<file path="src/rtl/s2qed_pkg.sv">
// Shared definitions for the S2QED dual-issue dispatcher: RV32 opcode/funct
// constants, the dispatcher state encoding and the register-renaming function.
package s2qed_pkg;

  localparam logic [6:0] OPC_OP     = 7'b0110011;
  localparam logic [6:0] OPC_OP_IMM = 7'b0010011;

  localparam logic [2:0] F3_ADD_SUB = 3'b000;
  localparam logic [2:0] F3_SLL     = 3'b001;
  localparam logic [2:0] F3_SLT     = 3'b010;
  localparam logic [2:0] F3_SLTU    = 3'b011;
  localparam logic [2:0] F3_XOR     = 3'b100;
  localparam logic [2:0] F3_SRL_SRA = 3'b101;
  localparam logic [2:0] F3_OR      = 3'b110;
  localparam logic [2:0] F3_AND     = 3'b111;

  localparam logic [6:0] F7_ZERO = 7'b0000000;
  localparam logic [6:0] F7_ALT  = 7'b0100000;

  typedef enum logic [1:0] {
    ST_IDLE  = 2'd0,
    ST_ISSUE = 2'd1,
    ST_DONE  = 2'd2,
    ST_ERROR = 2'd3
  } state_e;

  // x0 stays fixed; x1..x12 and x13..x31 are each mirrored within their bank.
  function automatic logic [4:0] reg_map(input logic [4:0] r);
    if (r == 5'd0)
      return 5'd0;
    else if (r <= 5'd12)
      return 5'd13 - r;
    else
      return 5'(6'd44 - {1'b0, r});
  endfunction

endpackage

</file>
<file path="src/rtl/s2qed_inst_map.sv">
// Combinational legality check and register remapping of one RV32 instruction
// for the duplicate core.
module s2qed_inst_map
  import s2qed_pkg::*;
(
  input  logic [31:0] i_inst,
  output logic [31:0] o_mapped,
  output logic        o_legal
);

  logic [6:0] w_opcode;
  logic [2:0] w_funct3;
  logic [6:0] w_funct7;
  logic       w_is_op;
  logic       w_is_imm;
  logic       w_f7_zero;
  logic       w_f7_alt;
  logic [4:0] w_rs2_out;

  assign w_opcode  = i_inst[6:0];
  assign w_funct3  = i_inst[14:12];
  assign w_funct7  = i_inst[31:25];
  assign w_is_op   = (w_opcode == OPC_OP);
  assign w_is_imm  = (w_opcode == OPC_OP_IMM);
  assign w_f7_zero = (w_funct7 == F7_ZERO);
  assign w_f7_alt  = (w_funct7 == F7_ALT);

  always_comb begin
    o_legal = 1'b0;
    if (w_is_imm) begin
      case (w_funct3)
        F3_SLL:     o_legal = w_f7_zero;
        F3_SRL_SRA: o_legal = w_f7_zero | w_f7_alt;
        F3_ADD_SUB, F3_SLT, F3_SLTU, F3_XOR, F3_OR, F3_AND: o_legal = 1'b1;
      endcase
    end else if (w_is_op) begin
      case (w_funct3)
        F3_ADD_SUB, F3_SRL_SRA: o_legal = w_f7_zero | w_f7_alt;
        F3_SLL, F3_SLT, F3_SLTU, F3_XOR, F3_OR, F3_AND: o_legal = w_f7_zero;
      endcase
    end
  end

  // For OP-IMM bits [24:20] belong to the immediate and must pass through.
  assign w_rs2_out = w_is_op ? reg_map(i_inst[24:20]) : i_inst[24:20];

  assign o_mapped = {i_inst[31:25], w_rs2_out, reg_map(i_inst[19:15]),
                     i_inst[14:12], reg_map(i_inst[11:7]), i_inst[6:0]};

endmodule

</file>
<file path="src/rtl/s2qed_dispatch.sv">
// Dual-issue dispatcher: sends an instruction and its register-renamed twin to
// two cores, waits for both to retire, and flags excessive retirement skew.
module s2qed_dispatch
  import s2qed_pkg::*;
#(
  parameter int TIMEOUT = 64,
  parameter int CNT_W   = 16
) (
  input  logic             clk,
  input  logic             rstn,
  input  logic             src_valid,
  input  logic [31:0]      src_inst,
  output logic             src_ready,
  output logic [31:0]      cpu0_inst,
  output logic [31:0]      cpu1_inst,
  output logic             cpu0_req,
  output logic             cpu1_req,
  input  logic             cpu0_ack,
  input  logic             cpu1_ack,
  output logic             illegal,
  output logic             timeout_err,
  output logic             busy,
  output logic [CNT_W-1:0] issued_cnt,
  output logic [1:0]       dbg_state
);

  // Handshakes: src_inst transfers on a clock edge where src_valid && src_ready.
  // cpuN_req stays high until cpuN_ack is sampled with it; ack without req is ignored.

  localparam int SKEW_W = ($clog2(TIMEOUT) > 0) ? $clog2(TIMEOUT) : 1;
  localparam logic [SKEW_W-1:0] SKEW_LAST = SKEW_W'(TIMEOUT - 1);

  state_e            r_state;
  state_e            w_state_nxt;
  logic [31:0]       r_cpu0_inst;
  logic [31:0]       r_cpu1_inst;
  logic              r_req0;
  logic              r_req1;
  logic              r_seen0;
  logic              r_seen1;
  logic              r_illegal;
  logic              r_timeout;
  logic [CNT_W-1:0]  r_cnt;
  logic [SKEW_W-1:0] r_skew;

  logic [31:0]       w_mapped;
  logic              w_legal;
  logic              w_take0;
  logic              w_take1;
  logic              w_both;
  logic              w_one;
  logic [SKEW_W-1:0] w_skew_inc;
  logic              w_ready;

  s2qed_inst_map u_map (
    .i_inst   (src_inst),
    .o_mapped (w_mapped),
    .o_legal  (w_legal)
  );

  assign w_take0    = r_req0 & cpu0_ack;
  assign w_take1    = r_req1 & cpu1_ack;
  assign w_both     = (r_seen0 | w_take0) & (r_seen1 | w_take1);
  assign w_one      = r_seen0 ^ r_seen1;
  assign w_skew_inc = r_skew + SKEW_W'(1);

  always_ff @(posedge clk or negedge rstn) begin
    if (!rstn) r_state <= ST_IDLE;
    else       r_state <= w_state_nxt;
  end

  always_comb begin
    w_state_nxt = r_state;
    w_ready     = 1'b0;
    case (r_state)
      ST_IDLE: begin
        w_ready = 1'b1;
        if (src_valid && w_legal) w_state_nxt = ST_ISSUE;
      end
      ST_ISSUE: begin
        // A completing second ack wins over a skew expiry in the same cycle.
        if (w_both)
          w_state_nxt = ST_DONE;
        else if (w_one && (w_skew_inc == SKEW_LAST))
          w_state_nxt = ST_ERROR;
      end
      ST_DONE:  w_state_nxt = ST_IDLE;
      ST_ERROR: w_state_nxt = ST_ERROR;
    endcase
  end

  always_ff @(posedge clk or negedge rstn) begin
    if (!rstn) begin
      r_cpu0_inst <= '0;
      r_cpu1_inst <= '0;
      r_req0      <= 1'b0;
      r_req1      <= 1'b0;
      r_seen0     <= 1'b0;
      r_seen1     <= 1'b0;
      r_illegal   <= 1'b0;
      r_timeout   <= 1'b0;
      r_cnt       <= '0;
      r_skew      <= '0;
    end else begin
      r_illegal <= 1'b0;
      case (r_state)
        ST_IDLE: begin
          if (src_valid) begin
            if (w_legal) begin
              r_cpu0_inst <= src_inst;
              r_cpu1_inst <= w_mapped;
              r_req0      <= 1'b1;
              r_req1      <= 1'b1;
              r_seen0     <= 1'b0;
              r_seen1     <= 1'b0;
              r_skew      <= '0;
            end else begin
              r_illegal <= 1'b1;
            end
          end
        end
        ST_ISSUE: begin
          if (w_take0) begin
            r_req0  <= 1'b0;
            r_seen0 <= 1'b1;
          end
          if (w_take1) begin
            r_req1  <= 1'b0;
            r_seen1 <= 1'b1;
          end
          if (w_one) r_skew <= w_skew_inc;
          if (w_state_nxt == ST_ERROR) begin
            r_req0    <= 1'b0;
            r_req1    <= 1'b0;
            r_timeout <= 1'b1;
          end
        end
        ST_DONE: begin
          r_cnt   <= r_cnt + CNT_W'(1);
          r_seen0 <= 1'b0;
          r_seen1 <= 1'b0;
          r_skew  <= '0;
        end
        ST_ERROR: ;
      endcase
    end
  end

  assign src_ready   = w_ready;
  assign cpu0_inst   = r_cpu0_inst;
  assign cpu1_inst   = r_cpu1_inst;
  assign cpu0_req    = r_req0;
  assign cpu1_req    = r_req1;
  assign illegal     = r_illegal;
  assign timeout_err = r_timeout;
  assign busy        = (r_state != ST_IDLE);
  assign issued_cnt  = r_cnt;
  assign dbg_state   = r_state;

endmodule

</file>
<file path="config.mk">
export PLATFORM = sky130hd
export DESIGN_NAME = s2qed_dispatch
export DESIGN_NICKNAME = d
export VERILOG_FILES = /design/src/rtl/s2qed_pkg.sv /design/src/rtl/s2qed_inst_map.sv /design/src/rtl/s2qed_dispatch.sv
export SDC_FILE = /design/constraint.sdc
export NUM_CORES = 1
export LEC_CHECK = 0
export BUFFER_PORTS_ARGS = -buffer_cell sky130_fd_sc_hd__buf_4
export CAP_MARGIN = 20
export CORE_UTILIZATION = 28
export CTS_CLUSTER_SIZE = 40
export DETAILED_ROUTE_END_ITERATION = 10
export REMOVE_ABC_BUFFERS = 1
export SYNTH_ARGS = -nofsm -noshare
export SYNTH_HDL_FRONTEND = slang
export SYNTH_SLANG_ARGS = --single-unit
</file>
<file path="constraint.sdc">
create_clock -name clk -period 2.3 [get_ports clk]
set_input_delay 0 -clock clk [delete_from_list [all_inputs] [get_ports clk]]
set_output_delay 0 -clock clk [all_outputs]
set_load 0.01 [all_outputs]
</file>
Word level (Yosys, flattened, before mapping)
Cells that the tools add are included.
Widths: inputs -> output; s select.
{"block": "op_classes", "n_lt_le_gt_ge": 3, "n_mux": 37, "add_sub_neg": 8, "bitwise_logic": 7, "reduce_logical": 21, "n_eq_ne": 22}
{"cell": "$mux 5", "n": 7}
{"cell": "$sub 4x5->5 const A", "n": 6}
{"cell": "$reduce_and 4->1", "n": 5}
{"cell": "$mux 6", "n": 3}
{"cell": "$pmux 6 s3", "n": 1}
{"cell": "$add 16x1->16 const B", "n": 1}
{"cell": "$mux 1", "n": 16}
{"cell": "$le 5x4->1 const B", "n": 3}
{"cell": "$logic_not 5->1", "n": 3}
{"cell": "$eq 7x6->1 const B", "n": 2}
{"cell": "$eq 3x3->1 const B", "n": 4}
{"cell": "$reduce_or 6->1", "n": 2}
{"cell": "$ne 2x2->1 const B", "n": 5}
{"cell": "$pmux 1 s3", "n": 3}
{"cell": "$pmux 2 s4", "n": 1}
{"cell": "$eq 7x5->1 const B", "n": 1}
{"cell": "$logic_not 7->1", "n": 1}
{"cell": "$add 6x1->6 const B", "n": 1}
{"cell": "$eq 2x2->1 const B", "n": 3}
{"cell": "$eq 3x2->1 const B", "n": 2}
{"cell": "$eq 6x6->1 const B", "n": 1}
{"cell": "$mux 2", "n": 3}
{"cell": "$ne 3x3->1 const B", "n": 2}
{"cell": "$pmux 1 s2", "n": 3}
{"cell": "other kinds (13)", "n": 19}
{"block": "totals", "inputBits": 37, "reg_bits": 94, "elab_cells": 109, "out_inout_bits": 88}

Depth between registers and ports, before layout
{"block": "logic_depth", "ltp_word": 11, "mapped_depth": 7, "mapped_depth_nobuf": 7}

By module
A second synthesis with hierarchy kept.
{"block": "unflattened", "hier_cells": 418, "hier_area_um2": 4840.9}
{"module": "s2qed_dispatch", "seq_area_each_um2": 2352.3, "instances": 1, "area_per_inst_um2": 3908.7, "cells_each": 270}
{"module": "s2qed_inst_map", "seq_area_each_um2": 0.0, "instances": 1, "area_per_inst_um2": 932.1, "cells_each": 148}

Least setup slack after synthesis
No wires, ideal clock.
{"block": "synth_path", "path_kind": "register -> register", "from": "register r_state[1], in the netlist dbg_state[1]", "to": "register r_cpu1_inst[22], in the netlist cpu1_inst[22]", "required_ns": 2.173, "path_stages_with_launch": 5, "period_less_slack_ns": 1.945, "setup_ns": 0.127, "arrival_ns": 1.818, "slack_ns": 0.355, "path_buffers": 0, "path_cell_list": "dfrtp_1 > nor2_2 > inv_1 > or4_4 > mux2_1"}
{"block": "synth_via", "elab_chain_cells": 2}
{"element": "from (decl)", "line": "s2qed_dispatch.sv:33", "rtl": "state_e r_state;"}
{"element": "from (signal assigned)", "line": "s2qed_dispatch.sv:69", "rtl": "else r_state <= w_state_nxt;"}
{"element": "$logic_not 2->1", "line": "s2qed_dispatch.sv:106", "rtl": "case (r_state)"}
{"element": "$reduce_and 3->1 (no source line)"}
{"element": "to (signal assigned)", "line": "s2qed_dispatch.sv:111", "rtl": "r_cpu1_inst <= w_mapped;"}
{"element": "to (decl)", "line": "s2qed_dispatch.sv:36", "rtl": "logic [31:0] r_cpu1_inst;"}
No other way between the ends.
A chain may end at the register's enable or synchronous reset.

Worst setup path in the final report
{"block": "layout_path", "from": "input port src_inst[27]", "to": "register r_cpu1_inst[22], in the netlist cpu1_inst[22]"}
{"block": "layout_via", "elab_chain_cells": 6, "word_cells_on_any_way": 8, "classes_between": "1 x eq/ne; 4 x mux; 1 x bitwise; 2 x reduce/logical"}
{"element": "from (decl)", "line": "s2qed_dispatch.sv:12", "rtl": "input logic [31:0] src_inst,"}
{"element": "$eq 7x6->1 or $logic_not 7->1 (tied branches)", "line": "s2qed_inst_map.sv:26, s2qed_inst_map.sv:25"}
{"element": "$or 1x1->1", "line": "s2qed_inst_map.sv:33, s2qed_inst_map.sv:38"}
{"element": "$pmux 1 s2", "line": "s2qed_inst_map.sv:37", "rtl": "case (w_funct3)"}
{"element": "$mux 1", "line": "s2qed_inst_map.sv:36", "rtl": "end else if (w_is_op) begin"}
{"element": "$mux 1 (*)", "line": "s2qed_inst_map.sv:30", "rtl": "if (w_is_imm) begin"}
{"element": "$reduce_and 3->1 (no source line) (*)"}
Every way passes the cells marked *; elsewhere a longest branch is shown, timed or not.

==> metrics.md <==
| Metric | Value |
|---|---|
| Fmax achieved | `457 MHz` |
| Area of the multi-input gates | `2060 sq um` |
| Pwr Total | `3.65 mW` |
| DR vias | `3,451` |
| Root Buffer | `clkbuf_16` |
| Number of fill cells | `1,392` |
| Async set-or-reset flop fraction in the synthesized netlist | `1.00` |
| GRT Util Overall | `0.141` |
| Post-synth top flop | `dfrtp_1` |
| Most frequent cell after synthesis | `dfrtp_1` |
| Final Critical Period | `2.19 ns` |
| Die Y | `126 microns` |
| Area grow syn2layout | `38.0%` |
| Max-cap viol count | `0` |
| Max IR drop VDD | `0.338 mV` |
| # rows | `44` |
| Worst Path Arrival | `2.41 ns` |
| Clock Latency Late Sink | `0.33 ns` |
| Pin slew with the least headroom to its limit | `0.654 ns` |
| Area of the core | `14,700 sq um` |
| Mean post-synth cell area | `10.8 sq um` |
| Initial DRC Count | `161` |
| Yosys synthesis warning count | `0` |
| CTS tree | `built` |
| Crit-path max cell delay | `0.54 ns` |
| Pin count of the biggest net entering global routing | `78` |
| Cells after Synth | `394` |
| Sequential share of the synthesized area | `0.451` |
| Starting Density | `0.291` |
| Worst Clk Skew | `0.00359 ns` |
| R2R Setup Slk | `0.25 ns` |
| Power density over cell area | `619 nW/um^2` |
| Clk pin slew, worst setup/hold paths | `0.06 ns` |
| Vias in the first global route | `3,503` |
| Hold WS | `0.179 ns` |
| Wire length of the first global-routing pass | `17.7 mm` |
| Die area | `15,800 sq um` |
| Antenna-violating nets left | `0` |
| Estimated wirelength of the detail-placed design | `7.46 mm` |
| DRT Pass-1 Iters | `9` |
| Most area-hungry cell type in the Yosys netlist | `dfrtp_1` |
| Violated checks | `DRC` |
| Utilization after layout | `0.401` |
| CP endpoint kind | `flop` |
| Vias/cell | `4.77` |
| Outcome | `finished with violations` |
| Final clock period utilization by the worst path | `0.950` |
| Crit path buf inv count | `2` |
| Netlist cell types | `54` |
| # IOs | `125` |
| EDFF count, synth | `0` |
| CTS Sinks | `77` |
| Final GP Congestion | `0.798` |
| RSZ-0062 raised after global routing | `false` |
| # diodes | `0` |
| Crit-path cells | `dlygate4sd3_1 > buf_4 > or4_1 > o32a_1 > nand3b_1 > or4_4 > mux2_1` |
| Die Wd | `126 microns` |
| Commonest cells in the netlist | `dfrtp_1, mux2_4, nand2_1` |
| Setup CP Type | `in2reg` |
| Slew HR | `0.553` |
| Endpoints failing setup | `0` |
| CTS Buf Count | `9` |
| Final Hold Fails | `0` |
| IO buf count | `124` |
| FF+latch count, synth | `77` |
| Setup crit start kind | `primary input` |
| DRC viols | `6` |
| Initial antenna violation count | `0` |
| Drt total wl | `10.6 mm` |
| Worst path slowest cell | `dlygate4sd3_1` |
| CTS Buffer Depth | `2` |
| Leak | `3.03 nW` |
| Peak fanout along the critical path | `3` |
| Storage element area | `1930 sq um` |
| Top cell type's share of synthesized area | `0.451` |
| CP top delay family | `simple AND/OR/NAND/NOR gates` |
| Post-DR wirelength/cell | `14.7 microns` |
| Post-CTS Repair Setup Buffers | `0` |
| Remaining global-route overflow | `0` |
| CP required | `2.52 ns` |
| Final net count | `583` |
| Largest cells by area after synthesis | `dfrtp_1, mux2_4, ha_1` |
| H-tree levels | `3` |
| Mapped Area | `4270 sq um` |
| Slew Limit Fails | `0` |
| Tightest Hold Check Type | `in2reg` |
| Layout cell share with drive strength beyond 1 | `0.353` |
## metrics by stage
stage	setup WS, ns	TNS [ns]	instance area [sq um]	std cells
2_1_floorplan	-0.0494	-1.77	4060	362
3_3_place_gp	0.200	0	5280	676
3_5_place_dp	0.177	0	5280	676
4_1_cts	0.0839	0	5870	722
5_1_grt	0.0309	0	5900	723
6_report	0.114	0	5900	723
## placed cells by master, fill, tap and decap left out, types with 4 or more instances in the layout
master / count
dfrtp_1: 77
or3_1: 4
buf_4: 128
ha_1: 12
nand4_1: 5
mux2_4: 31
nand2_1: 30
xor2_1: 4
xnor2_1: 14
dlygate4sd3_1: 30
a21oi_1: 15
clkbuf_16: 9
nor2_1: 11
and2_1: 6
inv_1: 19
nand2b_1: 14
nor3_1: 5
and3_1: 4
nor2b_1: 10
mux2_2: 8
o211ai_1: 5
a31oi_1: 6
o22ai_1: 4
o21ai_0: 24
mux2i_1: 4
nand3_1: 9
## tightest hold or removal path, delay by kind of cell
kind,cells,cell delay [ns]
and+or+nand+nor,1,0.28
AOI/OAI and AO/OA,1,0.11
buffers and inverters,1,0.09
## repair_timing
item	CTS	global route
resized for setup	0	1
hold buffers	30	0
hold endpoints to repair	106	0
endpoints found under the setup margin	0	10
## layer usage
metal | share of wire | vias to the layer above | GRT usage
met5 | 0 | - | 0
met4 | 0.014 | 0 | 0.0473
met3 | 0.063 | 13 | 0.0445
met2 | 0.48 | 101 | 0.232
met1 | 0.45 | 1676 | 0.175
li1 | - | 1661 | -
## cell families (layout without fill, tap and decap cells)
family          after synthesis  in the layout  synth area share
simple gates                117            117             0.157
compound gates               75             75             0.112
flops                        77             77             0.451
fa+ha+maj                    12             12            0.0351
buf+inv                      51            196            0.0667
mux                          44             44             0.142
xor+xnor                     18             18            0.0369
## state kept, by name, summed over array words and instances (netlist names)
register	count
r_seen0	1
cpu0_req	1
cpu1_inst	15
dbg_state	2
cpu1_req	1
issued_cnt	16
timeout_err	1
cpu0_inst	32
r_seen1	1
r_skew	6
illegal	1
## path summary, 6_finish.rpt
| kind | to | cells after the start | from |
|---|---|---|---|
| worst max-delay path | cpu1_inst[22] | 7 | src_inst[27] |
| worst min-delay path | illegal | 3 | src_inst[4] |
| worst max register to register | timeout_err | 6 | r_skew[0] |
| worst min register to register | issued_cnt[8] | 1 | issued_cnt[8] |
| max in group asynchronous | cpu0_inst[9] | 3 | rstn |
| min in group asynchronous | r_seen1 | 2 | rstn |
## final cells by class
type,instances,share of cell area
Timing Repair Buffer,161,0.223
Multi-Input combinational cell,266,0.350
Clock buffer,12,0.0418
Tap cell,184,0.0390
Sequential cell,77,0.327
Inverter,19,0.0121
Clock inverter,4,0.00806
## report_power, final
| part | internal (mW) | total, mW | switching (mW) |
|---|---|---|---|
| logic | 0.352 | 0.677 | 0.325 |
| clock network | 0.866 | 1.40 | 0.537 |
| registers | 1.46 | 1.57 | 0.116 |
| total | 2.67 | 3.65 | 0.977 |
Note: power is estimated with default switching activity, not from simulation.
